### src/rtl/apb_master_pkg.sv
// Shared types and constants for the APB master controller and its address decoder.
// Latency: none (types and constants only).
// Backpressure: not applicable.
package apb_master_pkg;

  typedef enum logic [1:0] {
    IDLE   = 2'd0,
    SETUP  = 2'd1,
    ENABLE = 2'd2,
    ERR    = 2'd3
  } state_t;

  // Only addresses whose top six bits match this prefix map onto a slave.
  localparam logic [5:0] REGION_PREFIX = 6'b100000;

  // Bit positions of the prefix and of the slave-index field in a byte address.
  localparam int PFX_HI = 31;
  localparam int PFX_LO = 26;
  localparam int IDX_HI = 25;
  localparam int IDX_LO = 24;
  localparam int IDX_W  = IDX_HI - IDX_LO + 1;

endpackage

### src/rtl/apb_master_ctrl_if.sv
// Command/response handshake plus APB bus signals of the APB master controller.
// Latency: none (wiring only).
// Backpressure: cmd_valid/cmd_ready handshake; responses and APB are never stalled.
//   master modport: controller side (takes commands, drives APB, returns responses)
//   slave modport : requester/slave side (issues commands, returns Prdata)
interface apb_master_ctrl_if #(
  parameter int WIDTH  = 32,
  parameter int SLAVES = 4
);
  logic              cmd_valid;
  logic              cmd_ready;
  logic              cmd_write;
  logic [WIDTH-1:0]  cmd_addr;
  logic [WIDTH-1:0]  cmd_wdata;
  logic              rsp_valid;
  logic [WIDTH-1:0]  rsp_rdata;
  logic              rsp_err;
  logic [SLAVES-1:0] Pselx;
  logic              Penable;
  logic              Pwrite;
  logic [WIDTH-1:0]  Paddr;
  logic [WIDTH-1:0]  Pwdata;
  logic [WIDTH-1:0]  Prdata;

  modport master (
    input  cmd_valid, cmd_write, cmd_addr, cmd_wdata, Prdata,
    output cmd_ready, rsp_valid, rsp_rdata, rsp_err,
           Pselx, Penable, Pwrite, Paddr, Pwdata
  );

  modport slave (
    output cmd_valid, cmd_write, cmd_addr, cmd_wdata, Prdata,
    input  cmd_ready, rsp_valid, rsp_rdata, rsp_err,
           Pselx, Penable, Pwrite, Paddr, Pwdata
  );
endinterface

### src/rtl/apb_addr_decode.sv
// Maps a byte address to a one-hot slave select, or flags a decode error.
// Latency: purely combinational.
// Backpressure: none.
//   addr : byte address of the pending command
//   sel  : one-hot slave select (all zero on error)
//   err  : address is outside the slave region
module apb_addr_decode
  import apb_master_pkg::*;
#(
  parameter int WIDTH  = 32,
  parameter int SLAVES = 4
) (
  input  logic [WIDTH-1:0]  addr,
  output logic [SLAVES-1:0] sel,
  output logic              err
);

  logic [IDX_W-1:0] idx;

  assign idx = addr[IDX_HI:IDX_LO];

  always_comb begin
    sel = '0;
    err = 1'b1;
    // An index beyond the populated slaves is treated like an unmapped address.
    if (addr[PFX_HI:PFX_LO] == REGION_PREFIX && int'(idx) < SLAVES) begin
      sel[idx] = 1'b1;
      err      = 1'b0;
    end
  end

endmodule

### src/rtl/apb_master_ctrl.sv
// Turns valid/ready commands into zero-wait-state APB transfers and returns one response each.
// Latency: legal command accepted at edge N -> SETUP N+1, ENABLE N+2, rsp N+3; decode error -> rsp N+2.
// Backpressure: cmd_ready is low only during SETUP; responses cannot be stalled.
//   Hclk, Hreset : clock, synchronous active-high reset
//   bus          : command/response handshake and APB signals (master modport)
module apb_master_ctrl
  import apb_master_pkg::*;
#(
  parameter int WIDTH  = 32,
  parameter int SLAVES = 4
) (
  input  logic              Hclk,
  input  logic              Hreset,
  apb_master_ctrl_if.master bus
);

  state_t            state;
  logic [SLAVES-1:0] dec_sel;
  logic              dec_err;
  logic              accept;

  apb_addr_decode #(
    .WIDTH  (WIDTH),
    .SLAVES (SLAVES)
  ) u_addr_decode (
    .addr (bus.cmd_addr),
    .sel  (dec_sel),
    .err  (dec_err)
  );

  // A new command can be taken in ENABLE, which is what makes transfers back-to-back.
  assign bus.cmd_ready = (state != SETUP);
  assign accept        = bus.cmd_valid & bus.cmd_ready;

  always_ff @(posedge Hclk) begin
    if (Hreset) begin
      state         <= IDLE;
      bus.Pselx     <= '0;
      bus.Penable   <= 1'b0;
      bus.Pwrite    <= 1'b0;
      bus.Paddr     <= '0;
      bus.Pwdata    <= '0;
      bus.rsp_valid <= 1'b0;
      bus.rsp_err   <= 1'b0;
      bus.rsp_rdata <= '0;
    end else begin
      bus.rsp_valid <= 1'b0;
      bus.rsp_err   <= 1'b0;
      bus.rsp_rdata <= '0;

      case (state)
        SETUP: begin
          state       <= ENABLE;
          bus.Penable <= 1'b1;
        end

        default: begin
          // Leaving ENABLE or ERR completes the previous command.
          if (state == ENABLE) begin
            bus.rsp_valid <= 1'b1;
            bus.rsp_rdata <= bus.Pwrite ? '0 : bus.Prdata;
          end
          if (state == ERR) begin
            bus.rsp_valid <= 1'b1;
            bus.rsp_err   <= 1'b1;
          end

          bus.Penable <= 1'b0;
          if (!accept) begin
            state     <= IDLE;
            bus.Pselx <= '0;
          end else if (dec_err) begin
            // Paddr/Pwrite/Pwdata keep their last values; nothing goes on the bus.
            state     <= ERR;
            bus.Pselx <= '0;
          end else begin
            state      <= SETUP;
            bus.Pselx  <= dec_sel;
            bus.Pwrite <= bus.cmd_write;
            bus.Paddr  <= bus.cmd_addr;
            bus.Pwdata <= bus.cmd_wdata;
          end
        end
      endcase
    end
  end

endmodule

### src/flat_wrapper.sv
// flat-port wrapper written by rule: the top's interface ports become plain ports
module apb_master_ctrl_flat import apb_master_pkg::*;
#(
  parameter int WIDTH  = 32,
  parameter int SLAVES = 4
)
  (Hclk, Hreset, bus_cmd_valid, bus_cmd_write, bus_cmd_addr, bus_cmd_wdata, bus_Prdata, bus_cmd_ready, bus_rsp_valid, bus_rsp_rdata, bus_rsp_err, bus_Pselx, bus_Penable, bus_Pwrite, bus_Paddr, bus_Pwdata);
  apb_master_ctrl_if #(.WIDTH(WIDTH), .SLAVES(SLAVES)) bus_i ();
  input  logic Hclk;
  input  logic Hreset;
  input wire logic [$bits(bus_i.cmd_valid)-1:0] bus_cmd_valid;
  input wire logic [$bits(bus_i.cmd_write)-1:0] bus_cmd_write;
  input wire logic [$bits(bus_i.cmd_addr)-1:0] bus_cmd_addr;
  input wire logic [$bits(bus_i.cmd_wdata)-1:0] bus_cmd_wdata;
  input wire logic [$bits(bus_i.Prdata)-1:0] bus_Prdata;
  output wire logic [$bits(bus_i.cmd_ready)-1:0] bus_cmd_ready;
  output wire logic [$bits(bus_i.rsp_valid)-1:0] bus_rsp_valid;
  output wire logic [$bits(bus_i.rsp_rdata)-1:0] bus_rsp_rdata;
  output wire logic [$bits(bus_i.rsp_err)-1:0] bus_rsp_err;
  output wire logic [$bits(bus_i.Pselx)-1:0] bus_Pselx;
  output wire logic [$bits(bus_i.Penable)-1:0] bus_Penable;
  output wire logic [$bits(bus_i.Pwrite)-1:0] bus_Pwrite;
  output wire logic [$bits(bus_i.Paddr)-1:0] bus_Paddr;
  output wire logic [$bits(bus_i.Pwdata)-1:0] bus_Pwdata;
  assign bus_i.cmd_valid = bus_cmd_valid;
  assign bus_i.cmd_write = bus_cmd_write;
  assign bus_i.cmd_addr = bus_cmd_addr;
  assign bus_i.cmd_wdata = bus_cmd_wdata;
  assign bus_i.Prdata = bus_Prdata;
  assign bus_cmd_ready = bus_i.cmd_ready;
  assign bus_rsp_valid = bus_i.rsp_valid;
  assign bus_rsp_rdata = bus_i.rsp_rdata;
  assign bus_rsp_err = bus_i.rsp_err;
  assign bus_Pselx = bus_i.Pselx;
  assign bus_Penable = bus_i.Penable;
  assign bus_Pwrite = bus_i.Pwrite;
  assign bus_Paddr = bus_i.Paddr;
  assign bus_Pwdata = bus_i.Pwdata;
  apb_master_ctrl #(.WIDTH(WIDTH), .SLAVES(SLAVES)) u_core (.Hclk(Hclk), .Hreset(Hreset), .bus(bus_i));
endmodule
### config.mk
export PLATFORM = sky130hd
export DESIGN_NAME = apb_master_ctrl_flat
export DESIGN_NICKNAME = d
export VERILOG_FILES = /design/src/rtl/apb_master_pkg.sv /design/src/rtl/apb_master_ctrl_if.sv /design/src/rtl/apb_addr_decode.sv /design/src/rtl/apb_master_ctrl.sv /design/src/flat_wrapper.sv
export SDC_FILE = /design/constraint.sdc
export NUM_CORES = 1
export LEC_CHECK = 0
export CORE_MARGIN = 2
export CORE_UTILIZATION = 34
export DETAILED_ROUTE_END_ITERATION = 16
export PLACE_DENSITY_LB_ADDON = 0.12
export SLEW_MARGIN = 25
export SYNTH_ARGS = -nofsm -noshare
export SYNTH_HDL_FRONTEND = slang
export SYNTH_SLANG_ARGS = --single-unit
### constraint.sdc
create_clock -name Hclk -period 1.3 [get_ports Hclk]
set_input_delay 0.26 -clock Hclk [delete_from_list [all_inputs] [get_ports Hclk]]
set_output_delay 0.26 -clock Hclk [all_outputs]
set_load 0.02 [all_outputs]
After elaboration in Yosys (flattened, before gate mapping)
Index checks and enable logic that the tools add are counted.
Word-level totals
  register bits: 106
  word-level logic and storage cells: 37
Cells by class
  magnitude comparators: 2
  equality and inequality tests: 5
  muxes and demuxes: 11
  bitwise operators: 4
  reduce and logical (&&, ||, !) cells: 5
Operators with widths (number)
  4-bit 2-to-1 mux: 2
  6-bit == test (second input constant): 1
  2-bit 2-to-1 mux: 3
  1-bit 2-to-1 mux: 5
  2-bit == test (second input constant): 2
  4-bit OR reduction: 1
  2-bit by 3-bit < comparator with 1-bit output (second input constant): 1
  1-bit inverter: 3
  3-bit AND reduction: 1
  3-bit OR reduction: 1
  1-bit demux with 2-bit select: 1
  2-bit by 1-bit == test with 1-bit output (second input constant): 1
  2-bit by 1-bit greater-or-equal comparator with 1-bit output (second input constant): 1
  2-bit by 1-bit inequality test with 1-bit output (second input constant): 1
  2-bit OR reduction: 1
  1-bit bitwise AND: 1
  1-bit logical AND: 1

Depth between registers and ports, before layout
Gate-level depths: netlist of the first run.
  depth in word-level cells: 6
  gate-level depth with buffers: 6

By module
A second synthesis of the first run with hierarchy kept.
Unflattened totals
  cells, all modules: 401
  area, all modules: 3933.8 µm²
Modules (own cells, without submodules)
  apb_master_ctrl: instances 1, cells an instance 393, area an instance 3866.2 µm², sequential area each 2122.0 µm²
  apb_addr_decode: instances 1, cells an instance 8, area an instance 67.6 µm², sequential area each 0.0 µm²

Worst setup path before layout of the first run
Ideal clock, no wire load.
  kind: flip-flop to flip-flop
  from: register u_core.state[1]
  to: register u_core.bus.Pwrite
  setup time: 0.128 ns
  arrival time: 1.223 ns
  setup slack: -0.051 ns
  stages on the path, launching flop included: 7
  path buffers: 2
  period minus slack after synthesis: 1.351 ns
  path through: dfxtp_1 -> nand2b_1 -> nand4_1 -> buf_6 -> buf_8 -> mux2i_1 -> nor2_1
On the way
  cells in the longest elaborated chain, start to end: 3
  elaborated cells between the ends (all ways): 5
  those cells by class: eq/ne: 2; bitwise: 2; reduce/logical: 1
Ends and longest elaborated chain
  start: declaration: RTL line apb_master_ctrl.sv:17  | state_t state;
  start signal: assignment: RTL line apb_master_ctrl.sv:37  | state <= IDLE;
  start signal: assignment: RTL line apb_master_ctrl.sv:53  | state <= ENABLE;
  start signal: assignment: RTL line apb_master_ctrl.sv:70  | state <= IDLE;
  2-bit by 1-bit inequality test with 1-bit output: RTL line apb_master_ctrl.sv:32  | assign bus.cmd_ready = (state != SETUP);
  named net bus_cmd_ready: RTL line flat_wrapper.sv:16  | output wire logic [$bits(bus_i.cmd_ready)-1:0] bus_cmd_ready;
  1-bit bitwise AND: RTL line apb_master_ctrl.sv:33  | assign accept = bus.cmd_valid & bus.cmd_ready;
  3-bit AND reduction (no line)
  end signal: assignment: RTL line apb_master_ctrl.sv:79  | bus.Pwrite <= bus.cmd_write;
  end: declaration: RTL line apb_master_ctrl_if.sv:28  | Pselx, Penable, Pwrite, Paddr, Pwdata
The timed path passes the listed nets, and every way through them passes these cells.
A chain may end at the register's enable or synchronous reset.

Final worst setup path of the first run
  from: input bus_cmd_addr[30]
  to: register u_core.bus.Paddr[0] in the netlist's numbering
On the way
  cells in the longest elaborated chain, start to end: 2
Ends and longest elaborated chain
  start: declaration: RTL line flat_wrapper.sv:13  | input wire logic [$bits(bus_i.cmd_addr)-1:0] bus_cmd_addr;
  6-bit == test: RTL line apb_addr_decode.sv:26  | if (addr[PFX_HI:PFX_LO] == REGION_PREFIX && int'(idx) < SLAVES) begin
  3-bit AND reduction (no line)
  end signal: assignment: RTL line apb_master_ctrl.sv:80  | bus.Paddr <= bus.cmd_addr;
  end: declaration: RTL line apb_master_ctrl_if.sv:28
Every way passes these cells.

==> results of run 1 <==
-- metal layers --
layer / part of all wire [%] / track usage [%] / vias up
met4: 1.7 / 7.14 / 0
met1: 38 / 17.6 / 1309
met2: 49 / 29.9 / 128
met5: 0 / 0 / -
li1: - / - / 1418
met3: 11 / 7.74 / 12
-- cells in the mapped netlist (all sizes together) --
| cell | number | area [µm²] |
|---|---|---|
| nor4 | 1 | 21.3 |
| nor2b | 3 | 21.3 |
| nor3 | 1 | 5.00 |
| a32o | 4 | 40.0 |
| inv | 3 | 11.3 |
| clkbuf | 10 | 40.0 |
| a21o | 1 | 7.51 |
| a21oi | 1 | 5.00 |
| nor3b | 1 | 7.51 |
| buf | 7 | 101 |
| dfxtp | 106 | 2120 |
| and2 | 38 | 238 |
| nand4 | 1 | 6.26 |
| nand2b | 1 | 6.26 |
| mux2i | 59 | 591 |
| nand2 | 2 | 7.51 |
| nor2 | 61 | 229 |
-- worst paths after layout --
check                                                        from                           endpoint  slack (ps)  depth (start not counted)
worst max-delay path                             bus_cmd_addr[30]   u_core.bus.Paddr[0]$_SDFFE_PP0P_        -100                          8
worst min-delay path                                       Hreset    u_core.bus.rsp_valid$_SDFF_PP0_         130                          2
worst max register to register         u_core.state[1]$_SDFF_PP0_   u_core.bus.Paddr[0]$_SDFFE_PP0P_         -80                          7
worst min register to register  u_core.bus.Paddr[31]$_SDFFE_PP0P_  u_core.bus.Paddr[31]$_SDFFE_PP0P_         450                          2
-- flip-flops by register name, summed over array words and instances, names as in the netlist --
register	cells
u_core.bus.Paddr	32
u_core.state	2
u_core.bus.Pselx	4
u_core.bus.Pwdata	32
u_core.bus.Penable	1
u_core.bus.Pwrite	1
u_core.bus.rsp_err	1
u_core.bus.rsp_valid	1
u_core.bus.rsp_rdata	32
-- power breakdown --
| group | total (mW) | internal, mW | switching [mW] |
|---|---|---|---|
| registers | 3.31 | 3.29 | 0.0155 |
| logic | 0.566 | 0.365 | 0.202 |
| clock network | 1.94 | 0.898 | 1.04 |
| total | 5.81 | 4.56 | 1.26 |
-- stage by stage --
step	utilization, %	std cells	worst slack [ps]	TNS (ps)	hold WS (ps)
final	58.8	660	-99.1	-2680	127
after global routing	58.8	660	-189	-7630	137
after CTS	61.3	662	-172	-6470	119
after detailed placement	57.6	634	-671	-40970	444
after global placement	57.6	634	-587	-36390	436
after floorplan	-	300	5.12	0	334
-- area by class of cell --
type                       count  area, µm²  share of cell area (%)
clock buffer                  14        143                    2.47
timing repair buffer         228       2080                    36.0
clock inverter                 2       37.5                   0.650
inverter                       3       11.3                   0.195
multi-input combinational    174       1210                    21.0
tap                          133        166                    2.88
sequential                   106       2120                    36.8
-- timing repair --
action / CTS / global route
endpoints found under the hold margin: 0 / 0
pin swaps: 2 / 12
setup buffers: 9 / 1
gates cloned: 3 / 0
endpoints found under the setup margin: 174 / 140
gates resized for setup: 220 / 105
-- cells in the final DEF, fill, tap and decap left out, drive strengths merged --
| master | synthesis | routed |
|---|---|---|
| mux2i | 59 | 59 |
| nor3 | 1 | 1 |
| clkbuf | 10 | 66 |
| dlymetal6s2s | 0 | 1 |
| nand2b | 1 | 1 |
| clkdlybuf4s15 | 0 | 48 |
| nor2b | 3 | 3 |
| dlygate4sd2 | 0 | 5 |
| nor4 | 1 | 1 |
| a21oi | 1 | 1 |
| dfxtp | 106 | 106 |
| nand4 | 1 | 1 |
| a32o | 4 | 4 |
| nor2 | 61 | 61 |
| inv | 3 | 3 |
| and2 | 38 | 38 |
| nor3b | 1 | 1 |
| clkinvlp | 0 | 1 |
| bufinv | 0 | 1 |
| clkdlybuf4s50 | 0 | 92 |
| buf | 7 | 30 |
| nand2 | 2 | 2 |
| a21o | 1 | 1 |
-- cell families after synthesis --
kind of cell           count (synthesis)
AND/OR/NAND/NOR                      109
flip-flops                           106
multiplexers                          59
buffers and inverters                 20
AO/OA/AOI/OAI                          6
==> summary.md, run 1 <==
In this run the horizontal extent of the chip is 105 µm. The adder-cell share of the synthesized area was 0%; the final clock skew was 5.53 ps. After detailed routing, the average wire length per cell comes to 14.1 µm. The analysis attributes to cell leakage a power of 2.84 nW. TritonCTS built the clock tree. The slew of the pin with the lowest slew margin is 380 ps. The floorplan step defined a core boundary enclosing 9820 µm². STA classifies the critical path endpoint as a register. The final reports fail on setup timing. The tools report the kind of start point of the critical path as an input pin. Arrival time of the worst setup path: 1650 ps. The number of CTS-inserted buffers is 9, and the detailed-route vias per instance is 4.34. The hold violation count in the final report was 0. The run gives 0 as the count of pins over their slew limit. Largest family of logic cells by synthesized area: multiplexers. The length of the first detailed-routing pass in iterations was 4; the overall power after layout was 5.81 mW. The run gives 74.5% as the relative slew slack. The proportion of layout cells with a drive suffix above 1 is 23.0%. The detailed placement HPWL was 6810 µm. From bottom edge to top edge, the die measures 105 µm. Dividing total power by cell area gives a power density of 1010 nW/µm². Starting density of the core: 35.2%. In the synthesized netlist, mux cells make up 17.1% of the area. The share of the Yosys chip area taken by registers is 61.3%. After detailed routing, the number of remaining DRC violations is 0. Once layout is done, the placed cells without fillers occupy 5770 µm². Port buffering added 204 buffers. The run gives 0 as the count of max-cap constraint violations. By startpoint and endpoint, the worst setup path is classified as in2reg. Along the worst path, the maximum fanout reaches 6. The signal on the critical path passes through clkdlybuf4s15_1, nor4_4, nand4_1, buf_6, buf_8, buf_12, mux2i_1, nor2_1. For this run, the top clock speed supported by timing is 715 MHz. The synthesized area per cell is 11.5 µm². The overall via count from detail_route was 2867; the synthesized netlist net count was 400. The number of different library cells used by synthesis comes to 20. Of the total synthesized cell area, the portion taken by XOR and XNOR cells is 0%. For this design the top-level I/O count stands at 205.

The slowest cell on the critical path is sky130_fd_sc_hd__nor4_4. For the finished layout, the period the worst path requires is 1400 ps. For the worst setup path, the data required time is 1550 ps. The tools report the first-pass GRT wire length as 14600 µm. After clock tree synthesis, the clock-pin slew on the worst setup and hold paths is 90 ps. For this run, the total global-route usage over all layers was measured as 17.1%.

The Yosys step of the flow raised 0 warnings. The number of endpoints failing setup at the final stage is 64, and the area added between synthesis and finish is 66.9%. The first routing iteration left 77 violations. Type of the worst min-delay path: in2reg. After synthesis the cells add up to 3460 µm². The synthesized netlist devotes 15.7% of its cell area to simple gates.

The floorplan has 36 rows. The tree is rooted in a sky130_fd_sc_hd__clkbuf_8. The run gives 622 as the number of nets in the layout.

The worst-case IR drop observed on VDD is 684 µV. Counting both buffers and inverters, the worst setup path holds a total of 4. The worst-case clock buffer depth is 2.

Setup repair after global routing could not meet its margin everywhere. At the end of routability-driven placement, the weighted congestion stood at 0.701. Hold repair after CTS inserted 0 buffers. The detail route stage leaves a number of antenna-violating nets equal to 0. The logs give 0 for the diode insertion count for antenna repair and 33 for the maximum number of pins on one net before global-route repair. The clock latency at the later pin of the worst-skew pair is 360 ps, and the post-detailed-routing wire length is 9290 µm. The tools report the via count of the first global-routing pass as 2946.

The synthesized netlist devotes 1.52% of its cell area to compound gates. The slack of the critical path was -99.1 ps; the longest individual stage delay on the worst path was 310 ps. The run gives 880 as the final-layout fill cell count. The kind of cell adding the most delay to the critical path is buffers and inverters.

The run finished, with violations left. Global routing finished with a remaining overflow of 0. The cell count after synthesis came out at 300.

The run gives 11000 µm² as the full die area. The clock tree synthesis step divided the H-tree into 3 levels. The final period utilization is 108%. After detailed placement, the total cell area comes to 5660 µm².

The number of sinks driven by the clock tree was 106. Counting flops and latches in the post-synthesis netlist gives 106. For the initial antenna violation count, the log shows 0.
Power figures use the tool's default switching activity.
==> run 2, diff against run 1 <==
--- a/config.mk
+++ b/config.mk
@@ -5,11 +5,12 @@
 export SDC_FILE = /design/constraint.sdc
 export NUM_CORES = 1
 export LEC_CHECK = 0
+export ABC_AREA = 1
 export CORE_MARGIN = 2
-export CORE_UTILIZATION = 34
+export CORE_UTILIZATION = 35
 export DETAILED_ROUTE_END_ITERATION = 16
 export PLACE_DENSITY_LB_ADDON = 0.12
-export SLEW_MARGIN = 25
+export SLEW_MARGIN = 20
 export SYNTH_ARGS = -nofsm -noshare
 export SYNTH_HDL_FRONTEND = slang
 export SYNTH_SLANG_ARGS = --single-unit
==> run 2 against run 1 <==
  * The run still ends with setup timing left
  * Clock skew increased by 4.5 ps
  * Register-to-register slack improved by 30 ps
  * Clock-buffer cell count decreased by 1
  * Maximum frequency increased by 3.9%
  * First-iteration DRC count increased by 49%
  * Largest power group unchanged
==> summary.md, run 2 <==
The flow ran to the end, but the final reports show violations. The checks that failed: setup timing. The core region area is 10800 µm², and the initial antenna violation count is 0.

The via count of the first global-routing pass is 3418, and the final cell utilization of the core is 60.4%. Counting flops and latches in the post-synthesis netlist gives 106. STA classifies the critical path endpoint as a register. Wire segments on met3 add up to 1110 µm in the final route.

Fill cells in the final layout number 1029. Compared with the post-synthesis result, the final layout area differs by 68.6%. The tools report the slack of the critical path as -46.4 ps. The final period utilization is 104%.

The category of the most critical setup path is reg2reg. The detailed-route vias per instance was 4.17; the length of the first detailed-routing pass in iterations was 4. Once the floorplan was initialized, standard cells occupied 35.8% of the core.

The yosys synthesis warning count came out at 0. The tools report the number of sinks driven by the clock tree as 106. TritonCTS built the clock tree. In the final layout, the registers with the most flip-flops are u_core.bus.Paddr: 32 flops, u_core.bus.Pwdata: 32 flops, u_core.bus.rsp_rdata: 32 flops. The minimum clock period after layout was 1350 ps. The logs give 16200 µm for the first-pass GRT wire length and 0 for the count of pins over their slew limit. The post-synthesis instance area was 3860 µm²; the horizontal extent of the die was 109 µm. In the final layout, the share of cells above drive strength 1 is 18.6%. Wire length per cell: 12.3 µm. Input and output buffers added on the ports amount to 204. Summed over all nets, wire length on met2 after detailed routing comes to 5320 µm.

The top-level port count was 205. For this design the ratio of total power to cell area is 901 nW/µm². In this run the remaining antenna-violating nets after routing total 0. Clock-pin slew was measured on the worst setup and hold paths at 90 ps. The repair_antennas step left the layout with diodes totalling 0. The number of nets in the synthesized netlist is 636. Gate count of the mapped netlist: 536. The tools report the full die area as 11900 µm².

Among all flip-flop cells after synthesis, the most frequent one is sky130_fd_sc_hd__dfxtp_1. The most common cell after layout, fill and taps aside was sky130_fd_sc_hd__nor2_1. Leading cell type by number of instances after synthesis: sky130_fd_sc_hd__nor2_1.

In the layout the commonest cells are 154 x sky130_fd_sc_hd__nor2_1, 122 x sky130_fd_sc_hd__nand2_1, 104 x sky130_fd_sc_hd__dfxtp_1. The worst-case clock buffer depth is 2. The final layout contains 863 nets. Counting flops with an async set or reset pin after synthesis yields a share of 0%. The run gives 0 as the hold violation count in the final report. For the number of CTS-inserted buffers, the log shows 9. Clock skew on the completed layout was measured at 10.1 ps. A synthesized cell averages 7.21 µm². The sum of overflow across all layers after global routing is 0, and the distinct cell type count after synthesis is 17. Slew of the pin with the lowest slew margin: 300 ps.

At the placement stage, the worst setup path has a slack of -531 ps. The highest layer touched by signal routing is met4. Sequential elements use 54.9% of the synthesized area. STA classifies the critical path startpoint as a register.

For the final routed DRC violation total, the log shows 0. The largest area contributor in the synthesized netlist is sky130_fd_sc_hd__dfxtp_1. Based on the critical path, the design can be clocked at up to 743 MHz. In this run the worst hold path is classified as in2reg. For the global-route usage over all layers, the log shows 17.6%. The tree is rooted in a sky130_fd_sc_hd__clkbuf_8. After layout, the design draws a total of 5.87 mW. For the number of violations reported at the end of detailed-routing iteration 0, the log shows 115. In this run, synthesis inferred 0 flip-flops with an integrated enable. The later pin in the worst-skew pair is clocked with a latency of 350 ps. In this run the number of H-tree levels came out at 3. Yosys attributes the largest share of cell area to sky130_fd_sc_hd__dfxtp_1 55%, sky130_fd_sc_hd__nor2_1 16%, sky130_fd_sc_hd__nand2_1 13%.

Setup repair after global routing could not meet its margin everywhere. The final design area excluding fillers is 6520 µm², and the detailed placement HPWL is 7140 µm. In the final timing run, aggregate negative setup slack is -372 ps. The run gives 434 µV as the maximum resistive drop on vdd.

The share of the synthesized area in the top cell type was 54.9%; the floorplan row count was 38. The tools report the maximum number of pins on one net before global-route repair as 50. For the met1 wire length, the log shows 4560 µm.

The routed layout has 3778 vias. At the end of routability-driven placement, the weighted congestion stood at 0.725. The relative slew slack was 79.9%.

Counting instances in the post-synthesis netlist gives the leading cell types as 162 x sky130_fd_sc_hd__nor2_1, 132 x sky130_fd_sc_hd__nand2_1, 106 x sky130_fd_sc_hd__dfxtp_1, 96 x sky130_fd_sc_hd__inv_1, 12 x sky130_fd_sc_hd__buf_6. The post-detailed-routing wire length was 11100 µm. Max-cap violations in this run came to 0. The number of endpoints failing setup at the final stage was 24. Along the worst path, the maximum fanout reaches 5.

The logs give 1550 ps for the required time of the worst setup path and 3.19 nW for the reported leakage power. The tools report the area after detailed placement as 6060 µm². The arrival time of the worst setup path came out at 1600 ps. The floorplan step set the die height to 109 µm.

For this design, the CTS-stage hold fixing added 0 buffers.
run 2: final cells by class:
type	count	area, µm²	share of cell area, %
Clock inverter	2	12.5	0.192
Multi-Input combinational cell	309	1250	19.2
Clock buffer	13	159	2.44
Tap cell	140	175	2.69
Sequential cell	106	2120	32.6
Timing Repair Buffer	239	2420	37.2
Inverter	98	368	5.64
run 2: timing repair:
item,in CTS,in global routing
gates cloned,7,4
resized for setup,226,88
buffers inserted,8,7
pin swaps,5,2
setup endpoints to repair,162,118
run 2: metal layers:
metal | vias up | track usage, %
li1 | 1972 | -
met1 | 1655 | 20.2
met2 | 141 | 30.3
met3 | 10 | 5.56
met4 | 0 | 7.05
met5 | - | 0
run 2: critical path, stage by stage (launching register included):
cell and delay [ps]:
sky130_fd_sc_hd__dfxtp_2 340, sky130_fd_sc_hd__inv_2 50, sky130_fd_sc_hd__nand2_4 80, sky130_fd_sc_hd__nand2_4 60
sky130_fd_sc_hd__nor2_4 140, sky130_fd_sc_hd__buf_12 140, sky130_fd_sc_hd__buf_8 110, sky130_fd_sc_hd__buf_12 100
sky130_fd_sc_hd__buf_16 100, sky130_fd_sc_hd__nand2_1 40, sky130_fd_sc_hd__nand2_1 50, sky130_fd_sc_hd__nor2_1 30
run 2: worst paths after layout:
kind	startpoint	endpoint	slack, ps	depth (start not counted)
setup / recovery	u_core.state[1]$_SDFF_PP0_	u_core.bus.Pwdata[3]$_SDFFE_PP0P_	-50	11
hold / removal	bus_Prdata[6]	u_core.bus.rsp_rdata[6]$_SDFF_PP0_	430	3
setup reg to reg	u_core.state[1]$_SDFF_PP0_	u_core.bus.Pwdata[3]$_SDFFE_PP0P_	-50	11
hold reg to reg	u_core.bus.Paddr[29]$_SDFFE_PP0P_	u_core.bus.Paddr[29]$_SDFFE_PP0P_	450	2
run 2: power by group:
part           internal [mW]  total (mW)  switching [mW]  leakage, nW
registers               3.30        3.32          0.0183        0.858
logic                  0.423       0.724           0.301         2.24
clock network          0.792        1.83            1.04       0.0855
run 2: stage by stage:
| step | hold WS (ps) | cells |
|---|---|---|
| floorplan | 329 | 536 |
| global placement | 432 | 870 |
| detailed placement | 433 | 870 |
| CTS | 404 | 900 |
| global route | 422 | 907 |
| finish | 426 | 907 |
run 2: cells by family after synthesis:
| group | share of synthesized area [%] |
|---|---|
| AND/OR/NAND/NOR | 30.0 |
| buffers and inverters | 14.3 |
| flip-flops | 54.9 |
| AO/OA/AOI/OAI | 0.777 |
